==> config.mk <==
export PLATFORM = sky130hd
export DESIGN_NAME = ddr_cmd_sequencer
export DESIGN_NICKNAME = d
export VERILOG_FILES = /design/src/rtl/ddr_cmd_sequencer.sv
export SDC_FILE = /design/constraint.sdc
export NUM_CORES = 1
export LEC_CHECK = 0
export BUFFER_PORTS_ARGS = -buffer_cell sky130_fd_sc_hd__clkbuf_2
export CORE_MARGIN = 5
export CORE_UTILIZATION = 30
export CTS_CLUSTER_SIZE = 12
export DETAILED_ROUTE_END_ITERATION = 10
export PLACE_DENSITY = 0.61
export SYNTH_ARGS = -nofsm -noshare
export SYNTH_HDL_FRONTEND = slang
export SYNTH_SLANG_ARGS = --single-unit
==> constraint.sdc <==
create_clock -name CK_t -period 1.7 [get_ports CK_t]
set_input_delay 0.17 -clock CK_t [delete_from_list [all_inputs] [get_ports CK_t]]
set_output_delay 0.17 -clock CK_t [all_outputs]
set_load 0.02 [all_outputs]
==> src/rtl/ddr_cmd_sequencer.sv <==
// DDR4 single-access command sequencer: ACT -> (tRCD) -> RD/WR -> (tCAS2PRE)
// -> PRE -> (tRP) -> IDLE. Every output is registered: next-state logic
// computes the pin values for the state being entered so they appear on
// the pins in the same cycle the FSM sits in that state.
module ddr_cmd_sequencer #(
    parameter int T_RCD     = 4,
    parameter int T_CAS2PRE = 8,
    parameter int T_RP      = 4
) (
    input  logic        CK_t,
    input  logic        reset_n,
    input  logic        req_valid,
    output logic        req_ready,
    input  logic        req_wr,
    input  logic        req_bl8,
    input  logic [1:0]  req_bg,
    input  logic [1:0]  req_ba,
    input  logic [16:0] req_row,
    input  logic [9:0]  req_col,
    output logic        cs_n,
    output logic        act_n,
    output logic        RAS_n_A16,
    output logic        CAS_n_A15,
    output logic        WE_n_A14,
    output logic        A13,
    output logic        A12_BC_n,
    output logic        A11,
    output logic        A10_AP,
    output logic [9:0]  A9_A0,
    output logic [1:0]  bg_addr,
    output logic [1:0]  ba_addr,
    output logic        rd_start,
    output logic        wr_start,
    output logic        busy
);
    localparam int T_MAX0 = (T_RCD > T_CAS2PRE) ? T_RCD : T_CAS2PRE;
    localparam int T_MAX  = (T_MAX0 > T_RP) ? T_MAX0 : T_RP;
    localparam int CW     = $clog2(T_MAX + 1);

    localparam logic [2:0] S_IDLE = 3'd0;
    localparam logic [2:0] S_ACT  = 3'd1;
    localparam logic [2:0] S_TRCD = 3'd2;
    localparam logic [2:0] S_CAS  = 3'd3;
    localparam logic [2:0] S_TCP  = 3'd4;
    localparam logic [2:0] S_PRE  = 3'd5;
    localparam logic [2:0] S_TRP  = 3'd6;

    // The wait states already last one cycle on entry, so they load T-2 and
    // leave when the counter reaches zero; T >= 2 keeps the load non-negative.
    localparam logic [CW-1:0] LD_RCD = CW'(T_RCD - 2);
    localparam logic [CW-1:0] LD_CP  = CW'(T_CAS2PRE - 2);
    localparam logic [CW-1:0] LD_RP  = CW'(T_RP - 2);

    logic [2:0]    r_state;
    logic [CW-1:0] r_cnt;
    logic          r_wr, r_bl8;
    logic [1:0]    r_bg, r_ba;
    logic [9:0]    r_col;

    logic          w_accept;
    logic [2:0]    w_nstate;
    logic [CW-1:0] w_ncnt;
    logic [4:0]    w_pins;
    logic [3:0]    w_a13_a10;
    logic [9:0]    w_a9_a0;
    logic [1:0]    w_bg, w_ba;
    logic          w_rd, w_wrs;

    // req_ready is a register that is 1 only while in IDLE
    assign w_accept = req_ready & req_valid;

    // Next state and wait-counter reload on every state entry
    always_comb begin
        w_nstate = r_state;
        w_ncnt   = r_cnt;
        case (r_state)
            S_IDLE: if (w_accept) begin w_nstate = S_ACT; w_ncnt = '0; end
            S_ACT:  begin w_nstate = S_TRCD; w_ncnt = LD_RCD; end
            S_TRCD: if (r_cnt == '0) begin w_nstate = S_CAS; w_ncnt = '0; end
                    else w_ncnt = r_cnt - 1'b1;
            S_CAS:  begin w_nstate = S_TCP; w_ncnt = LD_CP; end
            S_TCP:  if (r_cnt == '0) begin w_nstate = S_PRE; w_ncnt = '0; end
                    else w_ncnt = r_cnt - 1'b1;
            S_PRE:  begin w_nstate = S_TRP; w_ncnt = LD_RP; end
            S_TRP:  if (r_cnt == '0) begin w_nstate = S_IDLE; w_ncnt = '0; end
                    else w_ncnt = r_cnt - 1'b1;
            default: begin w_nstate = S_IDLE; w_ncnt = '0; end
        endcase
    end

    // Pin values for the state being entered; ACT is only entered on
    // acceptance, so it takes the address straight from the request.
    always_comb begin
        w_pins    = 5'b11111;
        w_a13_a10 = 4'b0;
        w_a9_a0   = 10'b0;
        w_bg      = 2'b0;
        w_ba      = 2'b0;
        w_rd      = 1'b0;
        w_wrs     = 1'b0;
        case (w_nstate)
            S_ACT: begin
                w_pins    = {2'b00, req_row[16:14]};
                w_a13_a10 = req_row[13:10];
                w_a9_a0   = req_row[9:0];
                w_bg      = req_bg;
                w_ba      = req_ba;
            end
            S_CAS: begin
                w_pins    = {4'b0110, ~r_wr};
                w_a13_a10 = {1'b0, r_bl8, 2'b00};
                w_a9_a0   = r_col;
                w_bg      = r_bg;
                w_ba      = r_ba;
                w_rd      = ~r_wr;
                w_wrs     = r_wr;
            end
            S_PRE: begin
                w_pins = 5'b01010;
                w_bg   = r_bg;
                w_ba   = r_ba;
            end
            default: ;
        endcase
    end

    // State, counter, captured request and registered outputs
    always_ff @(posedge CK_t) begin
        if (!reset_n) begin
            r_state   <= S_IDLE;
            r_cnt     <= '0;
            r_wr      <= 1'b0;
            r_bl8     <= 1'b0;
            r_bg      <= 2'b0;
            r_ba      <= 2'b0;
            r_col     <= 10'b0;
            req_ready <= 1'b1;
            busy      <= 1'b0;
            {cs_n, act_n, RAS_n_A16, CAS_n_A15, WE_n_A14} <= 5'b11111;
            {A13, A12_BC_n, A11, A10_AP} <= 4'b0;
            A9_A0     <= 10'b0;
            bg_addr   <= 2'b0;
            ba_addr   <= 2'b0;
            rd_start  <= 1'b0;
            wr_start  <= 1'b0;
        end else begin
            r_state   <= w_nstate;
            r_cnt     <= w_ncnt;
            if (w_accept) begin
                r_wr  <= req_wr;
                r_bl8 <= req_bl8;
                r_bg  <= req_bg;
                r_ba  <= req_ba;
                r_col <= req_col;
            end
            req_ready <= (w_nstate == S_IDLE);
            busy      <= (w_nstate != S_IDLE);
            {cs_n, act_n, RAS_n_A16, CAS_n_A15, WE_n_A14} <= w_pins;
            {A13, A12_BC_n, A11, A10_AP} <= w_a13_a10;
            A9_A0     <= w_a9_a0;
            bg_addr   <= w_bg;
            ba_addr   <= w_ba;
            rd_start  <= w_rd;
            wr_start  <= w_wrs;
        end
    end
endmodule
# After elaboration in Yosys (flattened, before gate mapping)
# Index checks and enable logic that the tools add are counted.
[op_classes]
n_addsub = 1
eq_ne = 10
muxes = 13
bitwise = 2
reduce_logical = 8
[ops]
columns = ["cell", "n"]
rows = [
  ["one-hot mux 3 bit (7 select lines)", 1],
  ["one-hot mux 10 bit (2 select lines)", 1],
  ["one-hot mux 4 bit (4 select lines)", 1],
  ["one-hot mux 5 bit (3 select lines)", 1],
  ["== test 3 bit, second input constant", 4],
  ["2-to-1 mux 3 bit", 4],
  ["== test 3 x 2 -> 1 bit, second input constant", 3],
  ["2-to-1 mux 4 bit", 2],
  ["one-hot mux 2 bit (2 select lines)", 2],
  ["one-hot mux 4 bit (2 select lines)", 1],
  ["== test 3 x 1 -> 1 bit, second input constant", 2],
  ["logical NOT 3 bit", 2],
  ["logical NOT 4 bit", 1],
  ["OR reduction 2 bit", 2],
  ["subtractor 4 x 1 -> 4 bit, second input constant", 1],
  ["nonzero test 3 bit", 1],
  ["OR reduction 3 bit", 1],
  ["inequality test 2 bit, second input constant", 1],
  ["AND reduction 2 bit", 1],
  ["AND 1 bit", 1],
  ["NOT 1 bit", 1],
]
[totals]
ff_bits = 50
inputBits = 36
output_inout_bits = 27
wordCells = 57

# Depth between registers and ports, before layout
[depth]
depth_word = 6
mapped_depth = 6
ltp_nobuf = 5

# Worst setup path after synthesis
# Ideal clock, no wire load.
[synth_path]
kind = "reg-to-reg"
start = "register r_cnt[0]"
end = "register A12_BC_n"
setup_time_ns = 0.117
arrival_ns = 1.322
t_required_ns = 1.583
path_slack_ns = 0.262
stages_incl_launch_ff = 7
n_path_buf = 1
synth_period_minus_slack_ns = 1.438
path_cell_list = "dfxtp_1 -> inv_1 -> ha_1 -> nor3b_4 -> and4b_4 -> buf_6 -> a22o_1"
[synth_between]
elab_chain_cells = 5
word_cells_on_any_way = 8
classes_between = "eq/ne: 2; mux: 5; reduce/logical: 1"
[synth_rtl]
columns = ["element", "line", "rtl"]
rows = [
  ["from (decl)", "55", "logic [CW-1:0] r_cnt;"],
  ["from (signal assigned)", "148", "r_cnt <= w_ncnt;"],
  ["logical NOT 4 bit (*)", "79, 82, 85", ""],
  ["2-to-1 mux 3 bit (on tied branches)", "85, 79, 82", ""],
  ["one-hot mux 3 bit (7 select lines) (*)", "76", "case (r_state)"],
  ["== test 3 x 2 -> 1 bit or == test 3 x 1 -> 1 bit (tied branches)", "101", "case (w_nstate)"],
  ["one-hot mux 4 bit (2 select lines) (*)", "101", ""],
  ["to (signal assigned)", "159", "{A13, A12_BC_n, A11, A10_AP} <= w_a13_a10;"],
  ["to (decl)", "26", "output logic A12_BC_n,"],
]
# Every way passes the cells marked *; elsewhere a longest branch is shown, timed or not.
# A chain may end at the register's enable or synchronous reset.

# Worst setup path in the final report
[layout_path]
start = "register r_cnt[0]"
end = "register r_cnt[1]"
[layout_between]
elab_chain_cells = 3
word_cells_on_any_way = 4
classes_between = "add/sub: 1; mux: 2; reduce/logical: 1"
[layout_rtl]
columns = ["element", "line"]
rows = [
  ["subtractor 4 x 1 -> 4 bit or logical NOT 4 bit (tied branches)", "-"],
  ["2-to-1 mux 4 bit (*)", "79, 82, 85"],
  ["one-hot mux 4 bit (4 select lines) (*)", "76"],
]
# Marks and branches as above.

==> run summary <==
The post-synthesis area per instance works out to 10.2 sq um. The all-layer global routing usage was 0.112. The number of cells on the worst reg-to-reg path works out to 5.

The via count of the first global-routing pass is 1596, and the core utilization of the finished layout is 0.382. For hold timing, the worst endpoint is A10_AP. The worst flop-to-flop path endpoint is r_cnt[1].

The post-detailed-route count of antenna-violating nets is 0. The async set-reset flop share out of synthesis is 0, and the antenna diode count is 0. The flop and latch count out of synthesis was 50; the transition time at the pin with the least slew margin was 0.493 ns. The die width was 90.5 um; the via count was 1558.

Area share of the leading cell type in the synthesized netlist: 0.515. Counting along the longest clock path gives a buffer depth of 2. The minimum setup slack in the final design is 0.150 ns. Clock latency on the worst-skew pair, taken at its later pin, is 0.29 ns. The signal on the critical path passes through inv_1 > ha_1 > nor3b_4 > or4_1 > a21boi_1. The instance area at placement is 2300 sq um. The clock tree synthesis step divided the H-tree into 2 levels.

Number of buffers inserted by hold repair at cts: 0. Clock-pin slew was measured on the worst setup and hold paths at 0.09 ns. Setup repair after global routing left no endpoint under its margin. The layout cell share with drive strength beyond 1 is 0.337, and the max-cap violation count is 0. Yosys mapped the design onto 46 distinct sky130hd cell types. The total negative setup slack is 0 ns, and the clock skew after layout is 0.00443 ns.

The cell accounting for the most synthesized area is sky130_fd_sc_hd__dfxtp_1. Launch point of the worst hold path: req_row[10]. Among all stages on the critical path, the largest delay is contributed by sky130_fd_sc_hd__or4_1.

Including well taps, the total number of placed cells is 322. Yosys attributes the largest share of cell area to sky130_fd_sc_hd__dfxtp_1 (52%), sky130_fd_sc_hd__nand2_1 (7.1%), sky130_fd_sc_hd__a21boi_0 (7.0%). The sequential cell area was 1000 sq um.

The tools report the clock tree root driver cell as sky130_fd_sc_hd__clkbuf_8. The initial antenna violation count came out at 0. The netlist area before placement is 1940 sq um, and the area used by multi-input combinational logic is 840 sq um. TritonCTS built the clock tree. The worst hold path was traced through 2 stages. For this run, the slowest stage of the critical path takes 0.48 ns. The buffers plus inverters on the worst setup path works out to 1. Pin placement for this block handled 63 I/O pins. STA puts the critical path data arrival time at 1.78 ns. The initial core utilization was 0.308; the die area was 8190 sq um.

For the core footprint, the log shows 6310 sq um. The maximum number of pins on one net before global-route repair was 26. In this run the worst path has a maximum fanout of 6. The final layout contains 292 nets. The minimum clock period after layout is 1.55 ns, and the average routed wire per standard cell is 13.5 um.

In the routed design, unresolved DRC markers number 0. The count of cells in the finished layout, fillers not included, comes to 332. The pre-antenna-repair detailed-routing pass consisted of 4 iterations. The count of buffers added on input and output ports is 62. The start of the worst register-to-register path was r_cnt[0]. For the final estimated routing congestion in global placement, the log shows 0.777. The flow ran to the end, and the final reports show no timing, DRC or antenna violations. The via density per instance was 4.69.

The part of the cycle the worst path needs came out at 0.912. STA classifies the critical path startpoint as a register. The wire-length estimate of the detail-placed layout is 3.14 mm. The run gives 0.000425 V as the maximum VDD drop. The worst min-delay path class is input port to register.

Counting every instance in the synthesized netlist gives 190. The synthesized netlist net count was 228; the count of endpoints failing setup in the final report was 0. The Yosys step of the flow raised 0 warnings. The global-route wire length before repair is 7.67 mm. The area added between synthesis and finish was 24.2%; the iteration-0 DRC count of the detailed router was 107. The logs give 0 for the final-report max-slew violation count and 2410 sq um for the finished layout cell area.

The required time of the critical path was 1.93 ns. Startpoint-to-endpoint class of the critical path: register to register. The floorplan has 29 rows. CTS saw 50 sinks. In this run the static leakage power is 1.04 nW. Family with the most delay on the worst path: simple AND/OR/NAND/NOR gates. The headroom to the max-slew limit came out at 0.663.

The most used flip-flop cell after synthesis is sky130_fd_sc_hd__dfxtp_1. Fraction of the yosys area taken by sequential cells: 0.515. Clock tree synthesis inserted a total of 5 buffers. The count of filler cells inserted in the layout is 647, and the total grt overflow is 0. The die is 90.5 um tall. The number of hold violations in the final report came out at 0. The power per cell area is 1100 nW/um^2. The worst setup path is captured at a register.

For this run, the top clock speed supported by timing is 645 MHz. The worst setup timing slack at the placement stage was 0.114 ns; the number of flops mapped to enable cells by yosys was 0. Summed over all layers, the routed wires come to 4.48 mm. Setup slack on the worst reg-to-reg path comes out at 0.15 ns.
==> sequential cells by signal, summed over array words and instances, names as in the netlist <==
signal     count
A13            1
A12_BC_n       1
bg_addr        2
A9_A0         10
r_wr           1
r_ba           2
ba_addr        2
r_col         10
r_bg           2
rd_start       1
WE_n_A14       1
A10_AP         1
cs_n           1
RAS_n_A16      1
CAS_n_A15      1
r_bl8          1
busy           1
r_state        3
r_cnt          4
req_ready      1
wr_start       1
A11            1
act_n          1
==> through the flow <==
step | power [mW] | hold slack, ns
floorplan | 1.77 | 0.292
global placement | 1.95 | 0.375
detailed placement | 1.95 | 0.375
CTS | 2.67 | 0.0607
global route | 2.82 | 0.0537
finish | 2.67 | 0.0713
==> where the power goes <==
group / leakage [nW] / internal (mW) / switching (mW)
Combinational: 0.581 / 0.260 / 0.335
Sequential: 0.409 / 1.28 / 0.0703
Clock: 0.0472 / 0.328 / 0.392
Total: 1.04 / 1.87 / 0.797
==> Yosys cell counts (all sizes together) (2+ instances only) <==
library cell,instances
buf,8
or4,4
ha,2
a32oi,2
dfxtp,50
a21boi,20
and4b,2
nand2,37
o311ai,2
clkbuf,4
nand3,2
nor2b,2
o21ai,3
and2,8
inv,5
a22o,15
and3,2
nor3b,2
==> worst max-delay path by stage <==
stage	start	end	depth (start not counted)
2_1_floorplan	r_cnt[0]	A12_BC_n	6
3_3_place_gp	r_cnt[0]	bg_addr[0]	5
3_5_place_dp	r_cnt[1]	ba_addr[0]	5
4_1_cts	r_cnt[0]	ba_addr[0]	5
5_1_grt	r_state[1]	ba_addr[1]	3
6_report	r_cnt[0]	r_cnt[1]	5
==> routing by layer <==
| layer | track usage | routed length, um | vias up |
|---|---|---|---|
| met5 | 0 | 0 | - |
| met4 | 0.0397 | 59 | 0 |
| met3 | 0.0258 | 177 | 5 |
| met2 | 0.179 | 2080 | 38 |
| met1 | 0.147 | 2170 | 715 |
| li1 | - | - | 800 |
==> layout make-up <==
cell class / instances / share of cell area
inverter: 5 / 0.00778
tap: 77 / 0.0399
clock inverter: 2 / 0.00518
timing repair buffer: 69 / 0.150
clock buffer: 6 / 0.0342
sequential: 50 / 0.415
multi-input combinational: 123 / 0.348
==> cell families (layout without fill, tap and decap cells) <==
group                    Yosys count  in the layout  share of synthesized area
AND/OR/NAND/NOR                   69             69                      0.202
adder cells (fa/ha/maj)            2              2                     0.0129
XOR/XNOR                           1              1                    0.00451
AO/OA/AOI/OAI                     51             51                      0.210
buffers and inverters             17             82                     0.0560
flip-flops                        50             50                      0.515
==> cells in the final DEF, fill, tap and decap left out, drive strengths merged, types with 2 or more instances in the layout <==
| cell | n |
|---|---|
| clkbuf | 68 |
| dfxtp | 50 |
| nand2 | 37 |
| a21boi | 20 |
| a22o | 15 |
| and2 | 8 |
| buf | 7 |
| inv | 5 |
| or4 | 4 |
| o21ai | 3 |
| o311ai | 2 |
| nor3b | 2 |
| a32oi | 2 |
| nand3 | 2 |
| ha | 2 |
| nor2b | 2 |
| and3 | 2 |
| and4b | 2 |
==> what timing repair did <==
item,4_1_cts,5_1_grt
setup buffers,0,2
setup endpoints to repair,0,11
resized for setup,0,1
(Power assumes the default switching activity.)
